File: config.mk
export PLATFORM = sky130hd
export DESIGN_NAME = bubble_access_sequencer_flat
export DESIGN_NICKNAME = d
export VERILOG_FILES = /design/src/rtl/bubble_access_sequencer_if.sv /design/src/rtl/bubble_access_sequencer.sv /design/src/flat_wrapper.sv
export SDC_FILE = /design/constraint.sdc
export NUM_CORES = 1
export LEC_CHECK = 0
export ABC_AREA = 1
export CORE_MARGIN = 2
export CORE_UTILIZATION = 45
export CTS_CLUSTER_DIAMETER = 100
export DETAILED_ROUTE_END_ITERATION = 16
export PLACE_DENSITY = 0.66
export SETUP_SLACK_MARGIN = 0.15
export SKIP_CTS_REPAIR_TIMING = 1
export SLEW_MARGIN = 20
export SYNTH_ARGS = -nofsm -noshare
export SYNTH_HDL_FRONTEND = slang
export SYNTH_SLANG_ARGS = --single-unit
File: constraint.sdc
create_clock -name MCLK -period 4 [get_ports MCLK]
set_clock_uncertainty 0.15 [all_clocks]
set_input_delay 0.8 -clock MCLK [delete_from_list [all_inputs] [get_ports MCLK]]
set_output_delay 0.8 -clock MCLK [all_outputs]
set_load 0.01 [all_outputs]
File: src/rtl/bubble_access_sequencer_if.sv
// Page-loader handshake between the access sequencer (master) and the
// SPI-flash page buffer loader (slave).
interface bubble_access_sequencer_if;
   logic        LOAD_REQ;
   logic [11:0] LOAD_PAGE;
   logic        LOAD_BOOT;
   logic        LOAD_ACK;

   modport master (
      output LOAD_REQ,
      output LOAD_PAGE,
      output LOAD_BOOT,
      input  LOAD_ACK
   );

   modport slave (
      input  LOAD_REQ,
      input  LOAD_PAGE,
      input  LOAD_BOOT,
      output LOAD_ACK
   );
endinterface

File: src/rtl/bubble_access_sequencer.sv
// Bubble access sequencer: follows the host shift/replicate/boot strobes,
// tracks the bubble loop position and issues page-load requests.
// Optional build macro BUBBLE_ACC_STRETCH_EN stretches the access LED by
// 2^20 MCLK after each access ends.
module bubble_access_sequencer #(
   parameter int unsigned POSITIONS  = 2053,
   parameter int unsigned SHIFT_DIV  = 120,
   parameter int unsigned BOOT_PAGES = 128
) (
   input  logic                              MCLK,
   input  logic                              nMRST,
   input  logic                              nBSEN,
   input  logic                              nREPEN,
   input  logic                              nBOOTEN,
   bubble_access_sequencer_if.master         ld,
   output logic                              SHIFT_TICK,
   output logic [11:0]                       POSITION,
   output logic                              OVERRUN,
   output logic                              nLED_ACC
);

   localparam int unsigned DivW     = $clog2(SHIFT_DIV);
   localparam logic [DivW-1:0] DivLast  = DivW'(SHIFT_DIV - 1);
   localparam logic [11:0]     PosLast  = 12'(POSITIONS - 1);
   localparam logic [11:0]     BootLast = 12'(BOOT_PAGES - 1);

   typedef enum logic [1:0] {StIdle, StShifting, StRequest} state_e;

   state_e            state_q, state_d;
   logic [DivW-1:0]   div_q, div_d;
   logic              tick_q, tick_d;
   logic [11:0]       pos_q, pos_d;
   logic [11:0]       page_q, page_d;
   logic              lboot_q, lboot_d;
   logic              ovr_q, ovr_d;
   logic [11:0]       bcnt_q, bcnt_d;

   // Host strobes: bit 0 nBSEN, bit 1 nREPEN, bit 2 nBOOTEN
   logic [2:0] sync1_q, sync2_q, prev_q;

   logic bsen_fall, bsen_high, rep_fall, boot_mode, boot_clr, advance;

   // Two-stage synchronizer followed by the edge-detect stage
   always_ff @(posedge MCLK or negedge nMRST) begin
      if (!nMRST) begin
         sync1_q <= '1;
         sync2_q <= '1;
         prev_q  <= '1;
      end else begin
         sync1_q <= {nBOOTEN, nREPEN, nBSEN};
         sync2_q <= sync1_q;
         prev_q  <= sync2_q;
      end
   end

   assign bsen_fall = prev_q[0] & ~sync2_q[0];
   assign bsen_high = sync2_q[0];
   assign rep_fall  = prev_q[1] & ~sync2_q[1];
   assign boot_mode = ~prev_q[2];
   assign boot_clr  = prev_q[2];

   // State and datapath registers
   always_ff @(posedge MCLK or negedge nMRST) begin
      if (!nMRST) begin
         state_q <= StIdle;
         div_q   <= '0;
         tick_q  <= 1'b0;
         pos_q   <= '0;
         page_q  <= '0;
         lboot_q <= 1'b0;
         ovr_q   <= 1'b0;
         bcnt_q  <= '0;
      end else begin
         state_q <= state_d;
         div_q   <= div_d;
         tick_q  <= tick_d;
         pos_q   <= pos_d;
         page_q  <= page_d;
         lboot_q <= lboot_d;
         ovr_q   <= ovr_d;
         bcnt_q  <= bcnt_d;
      end
   end

   // Next-state: FSM transitions, shift divider, page latch and boot counter
   always_comb begin
      state_d = state_q;
      div_d   = div_q;
      tick_d  = 1'b0;
      pos_d   = pos_q;
      page_d  = page_q;
      lboot_d = lboot_q;
      ovr_d   = ovr_q;
      bcnt_d  = bcnt_q;
      advance = 1'b0;

      unique case (state_q)
         StIdle: begin
            div_d = '0;
            if (bsen_fall) state_d = StShifting;
         end
         StShifting: begin
            if (bsen_high) begin
               state_d = StIdle;
            end else begin
               advance = 1'b1;
               if (rep_fall) begin
                  // pos_q is still the pre-tick value if a tick lands this cycle
                  state_d = StRequest;
                  page_d  = boot_mode ? bcnt_q : pos_q;
                  lboot_d = boot_mode;
               end
            end
         end
         StRequest: begin
            advance = 1'b1;
            // A second replicate cannot be queued; flag it and keep the pending page
            if (rep_fall) ovr_d = 1'b1;
            if (ld.LOAD_ACK) begin
               state_d = bsen_high ? StIdle : StShifting;
               if (lboot_q) bcnt_d = (bcnt_q == BootLast) ? 12'd0 : bcnt_q + 12'd1;
            end
         end
         default: state_d = StIdle;
      endcase

      if (advance) begin
         if (div_q == DivLast) begin
            div_d  = '0;
            tick_d = 1'b1;
            pos_d  = (pos_q == PosLast) ? 12'd0 : pos_q + 12'd1;
         end else begin
            div_d = div_q + 1'b1;
         end
      end

      if (state_d == StIdle) div_d = '0;
      if (boot_clr) bcnt_d = '0;
   end

   assign ld.LOAD_REQ  = (state_q == StRequest);
   assign ld.LOAD_PAGE = page_q;
   assign ld.LOAD_BOOT = lboot_q;
   assign SHIFT_TICK   = tick_q;
   assign POSITION     = pos_q;
   assign OVERRUN      = ovr_q;

`ifdef BUBBLE_ACC_STRETCH_EN
   logic [20:0] stretch_q;

   // Reload the hold-off while busy, count it down once idle
   always_ff @(posedge MCLK or negedge nMRST) begin
      if (!nMRST) begin
         stretch_q <= '0;
      end else if (state_q != StIdle) begin
         stretch_q <= 21'h100000;
      end else if (stretch_q != '0) begin
         stretch_q <= stretch_q - 21'd1;
      end
   end

   assign nLED_ACC = (state_q == StIdle) && (stretch_q == '0);
`else
   assign nLED_ACC = (state_q == StIdle);
`endif

endmodule

File: src/flat_wrapper.sv
// flat-port wrapper written by rule: the top's interface ports become plain ports
module bubble_access_sequencer_flat 
#(
   parameter int unsigned POSITIONS  = 2053,
   parameter int unsigned SHIFT_DIV  = 120,
   parameter int unsigned BOOT_PAGES = 128
)
  (MCLK, nMRST, nBSEN, nREPEN, nBOOTEN, SHIFT_TICK, POSITION, OVERRUN, nLED_ACC, ld_LOAD_REQ, ld_LOAD_PAGE, ld_LOAD_BOOT, ld_LOAD_ACK);
  bubble_access_sequencer_if ld_i ();
  input  logic MCLK;
  input  logic nMRST;
  input  logic nBSEN;
  input  logic nREPEN;
  input  logic nBOOTEN;
  output logic SHIFT_TICK;
  output logic [11:0] POSITION;
  output logic OVERRUN;
  output logic nLED_ACC;
  output wire logic [$bits(ld_i.LOAD_REQ)-1:0] ld_LOAD_REQ;
  output wire logic [$bits(ld_i.LOAD_PAGE)-1:0] ld_LOAD_PAGE;
  output wire logic [$bits(ld_i.LOAD_BOOT)-1:0] ld_LOAD_BOOT;
  input wire logic [$bits(ld_i.LOAD_ACK)-1:0] ld_LOAD_ACK;
  assign ld_LOAD_REQ = ld_i.LOAD_REQ;
  assign ld_LOAD_PAGE = ld_i.LOAD_PAGE;
  assign ld_LOAD_BOOT = ld_i.LOAD_BOOT;
  assign ld_i.LOAD_ACK = ld_LOAD_ACK;
  bubble_access_sequencer #(.POSITIONS(POSITIONS), .SHIFT_DIV(SHIFT_DIV), .BOOT_PAGES(BOOT_PAGES)) u_core (.MCLK(MCLK), .nMRST(nMRST), .nBSEN(nBSEN), .nREPEN(nREPEN), .nBOOTEN(nBOOTEN), .ld(ld_i), .SHIFT_TICK(SHIFT_TICK), .POSITION(POSITION), .OVERRUN(OVERRUN), .nLED_ACC(nLED_ACC));
endmodule
-- After elaboration in Yosys (flattened, before gate mapping)
Index checks and enable logic that the tools add are counted.
- add/sub/neg operators: 3
- equal/unequal tests: 5
- muxes and demuxes: 21
- bitwise operators: 5
- reduce and logical (&&, ||, !) cells: 10
- operators with widths (operator ; count):
    $mux W12 ; 7
    $mux W7 ; 4
    $add A12 B1 Y12 const B ; 2
    $eq A12 B12 Y1 const B ; 1
    $eq A12 B7 Y1 const B ; 1
    $mux W2 ; 4
    $add A7 B1 Y7 const B ; 1
    $eq A7 B7 Y1 const B ; 1
    $pmux W2 S3 ; 1
    $reduce_and A3 Y1 ; 2
    $reduce_bool A2 Y1 ; 3
    $logic_not A2 Y1 ; 2
    $mux W1 ; 4
    $reduce_and A2 Y1 ; 2
    $not A1 Y1 ; 3
    $reduce_bool A3 Y1 ; 1
    $and A1 B1 Y1 ; 2
    $eq A2 B1 Y1 const B ; 1
    $eq A2 B2 Y1 const B ; 1
    $pmux W1 S2 ; 1
- flip-flop bits (word level): 57
- bits of input ports: 6

-- Depth between registers and ports, before layout
- depth after elaboration: 7
- mapped depth: 11

-- Least setup slack after synthesis
Ideal clock, no wire load.
- kind: flip-flop to flip-flop
- start: reg u_core.state_q[0]
- end: reg u_core.pos_q[8], in the netlist u_core.POSITION[8]
- arrival: 1.503 ns
- required time: 3.730 ns
- slack: 2.226 ns
- cell stages (with the launch flop): 10
- path buffers: 0
- cell sequence: dfrtp_1 -> inv_1 -> ha_1 -> inv_2 -> a21boi_4 -> inv_4 -> nor2_8 -> nand2_2 -> o21ai_1 -> nand2_1
- word-level cells in the longest chain between the ends: 3
- elaborated cells between the ends (all ways): 4
- those cells by class: eq/ne: 2; mux: 1; reduce/logical: 1
- RTL lines (item ; RTL line ; RTL):
    from (decl) ; bubble_access_sequencer.sv:29 ; state_e state_q, state_d;
    from (signal assigned) ; bubble_access_sequencer.sv:65 ; state_q <= StIdle;
    from (signal assigned) ; bubble_access_sequencer.sv:74 ; state_q <= state_d;
    $eq A2 B2 Y1 ; n/a ;
    named net ld_LOAD_REQ ; flat_wrapper.sv:19 ; output wire logic [$bits(ld_i.LOAD_REQ)-1:0] ld_LOAD_REQ;
    $pmux W1 S2 ; bubble_access_sequencer.sv:97 ; unique case (state_q)
    $reduce_and A2 Y1 (no source line) ; n/a ;
    to (signal assigned) ; bubble_access_sequencer.sv:77 ; pos_q <= pos_d;
    to (decl) ; bubble_access_sequencer.sv:32 ; logic [11:0] pos_q, pos_d;
The timed path passes the listed nets, and every way through them passes these cells.
A chain may end at the register's enable or synchronous reset.

-- Worst setup path after layout
- start: reg u_core.state_q[0]
- end: out ld_LOAD_REQ
- word-level cells in the longest chain between the ends: 1
- RTL lines (item ; RTL line ; RTL):
    $eq A2 B2 Y1 ; bubble_access_sequencer.sv:141 ; assign ld.LOAD_REQ = (state_q == StRequest);
    to (decl) ; flat_wrapper.sv:19 ;
Every way passes these cells.

==> metrics.txt <==
die area 7430 µm²; CP endpoint kind primary output; worst hold slack 205 ps; placed instance area 3430 µm²; TritonCTS Sinks 57; Remaining DRCs 0; DP Wirelength 4.77 mm; CTS HTree Levels 3; Adder-Cell Fraction of Synth Area 3.29%; Buffers on Ports 34; largest family of logic cells by synthesized area simple AND/OR/NAND/NOR gates; antenna violations before repair 0; diode count 0; minimum clock period after layout 2680 ps; vias in the first global route 2486; num rows 29; most frequent cell after synthesis nand2_1; final setup margin 1320 ps; main flop type after synthesis dfrtp_1; fmax 373 MHz; mux contribution to synthesized area 0%; Initial Util 47.1%; root buffer cell clkbuf_8; # IOs 35; Rel. slew slack 38.1%; worst-path fanout max 5; Synth Area in XOR/XNOR 2.59%; largest net degree at the start of global routing 42; syn nets 391; Avg WL per Cell 13.3 µm; Compound-Gate Fraction of Synth Area 6.83%; Detailed Routing Iterations Pass 1 4; critical path arrival 1730 ps; post-route setup TNS 0 ps; Slew Limit Fails 0; cell accounting for the most synthesized area dfrtp_1; Leak 1.62 nW; Setup crit start kind flop; Synthesis Warnings 0; Peak supply drop 297 µV; Core Box Area 6460 µm²; Final nets 429; overall routed net length 6.63 mm; syn_area_per_cell 8.06 µm²; RSZ-0062 raised after global routing no; number of enable flip-flop cells after synthesis 0; gr ovfl total 0; cells after synthesis 377; clk_lat worst skew 330 ps; register area share after synthesis 47.3%; Worst Path Required 3050 ps; Die Wd 86.2 µm; CP peak stage delay 570 ps; total power 0.00177 W; ys async rst share 100%; Layout area overhead 19.6%; Vias 2577; synth top area cells dfrtp_1, nand2_1, dfstp_2; Vias/cell 5.19; total track usage 20.1%; CTS tree done; Clk pin slew, worst setup/hold paths 60 ps; design area 3640 µm²; Max clock buf depth 2; Syn Std Cell Area 3040 µm²; antenna viol nets, final 0; Crit path buffers/inverters 2; top cells by count, synth nand2_1, dfrtp_1, nor2_1, nand3_1, inv_1; simple-gate share of the synthesized area 32.9%; power density cells 487 nW/µm²; DP Worst Slack 1560 ps; CP max-delay cell clkdlybuf4s50_1; Slew @ Worst Pin 928 ps; CP delay by family, top buffers and inverters; period utilization 67.1%; register bit total from synthesis 57; CP cell instances inv_1, ha_1, clkdlybuf4s50_1; Cell variety after synth 36; Hold Fails Final Rpt 0; DRT iter0 DRCs 142; share of layout cells above drive strength 1 11.4%; setup violators final 0; outcome completed; GPL Wtd Cong 0.882; HP Class reg -> reg; top cell type's share of synthesized area 39.5%; Max Cap Viol 0; chip height 86.2 µm; Setup Crit Path Kind reg -> out; first-pass GRT wire length 11.6 mm; CTS buffer count 9
-- state kept, by name, indices dropped and copies added (netlist names) --
name                 cells
u_core.sync1_q           3
u_core.div_q             7
u_core.bcnt_q           12
u_core.ld.LOAD_PAGE     12
u_core.state_q           2
u_core.OVERRUN           1
u_core.prev_q            3
u_core.SHIFT_TICK        1
u_core.ld.LOAD_BOOT      1
u_core.sync2_q           3
u_core.POSITION         12
-- layout by cell type (no fill, tap or decap), types with 2 or more instances in the layout --
cell type        synthesis  routed
a31oi_1                 12      12
xor2_1                   9       9
o21bai_1                 2       2
clkdlybuf4s50_1          0      33
inv_2                    4       4
or2_2                    2       2
buf_4                    0       2
nor2_2                   3       3
dfstp_2                  9       9
nand2_2                  6       6
dfrtp_1                 48      48
clkbuf_1                 1       2
nand3_1                 38      38
a21oi_1                  4       4
inv_1                   35      35
nor2_1                  45      45
clkinv_2                 1       2
nor3_1                  11      11
nand2_1                 98      98
clkbuf_8                 0      12
nand3b_1                 2       2
ha_1                     8       8
o21ai_0                  8       8
o21ai_1                  3       3
nand4_1                 11      11
-- report_power, final --
| part | internal, W | switching, W |
|---|---|---|
| clock network | 0.000338 | 0.000217 |
| logic | 0.000229 | 0.000252 |
| registers | 0.000669 | 0.0000663 |
-- cells by family after synthesis --
kind of cell             Yosys count
AO/OA/AOI/OAI                     32
XOR/XNOR                           9
adder cells (fa/ha/maj)            8
buffers and inverters             50
flip-flops                        57
AND/OR/NAND/NOR                  221
-- per-stage QoR --
| stage | instances | util [%] |
|---|---|---|
| floorplan | 377 | - |
| global placement | 481 | 53.1 |
| detailed placement | 481 | 53.1 |
| CTS | 497 | 56.3 |
| global route | 497 | 56.3 |
| finish | 497 | 56.3 |
-- routing by layer --
metal / GRT usage, % / wire [µm]
met1: 27.4 / 3300
met2: 31.1 / 3010
met3: 3.33 / 191
met4: 9.80 / 127
met5: 0 / 0
-- worst paths after layout --
path	to	startpoint	slack (ps)	cells after the start
worst min register to register	u_core.sync2_q[2]$_DFF_PN1_	u_core.sync1_q[2]$_DFF_PN1_	210	0
worst max register to register	u_core.ld.LOAD_PAGE[5]$_DFFE_PN0P_	u_core.state_q[1]$_DFF_PN0_	1910	6
worst max-delay path	ld_LOAD_REQ	u_core.state_q[0]$_DFF_PN0_	1320	3
max in group asynchronous	u_core.ld.LOAD_PAGE[4]$_DFFE_PN0P_	nMRST	2580	2
worst min-delay path	u_core.sync2_q[2]$_DFF_PN1_	u_core.sync1_q[2]$_DFF_PN1_	210	0
min in group asynchronous	u_core.OVERRUN$_DFFE_PN0P_	nMRST	440	1
-- area by class of cell --
class                           instances  area (µm²)
Inverter                               41         158
Timing Repair Buffer                   36         350
Clock inverter                          2        35.0
Multi-Input combinational cell        270        1390
Tap cell                               77        96.3
Clock buffer                           14         173
Sequential cell                        57        1440
Fill cell                             629        2820
No activity file was read; power rests on OpenSTA's default activity.
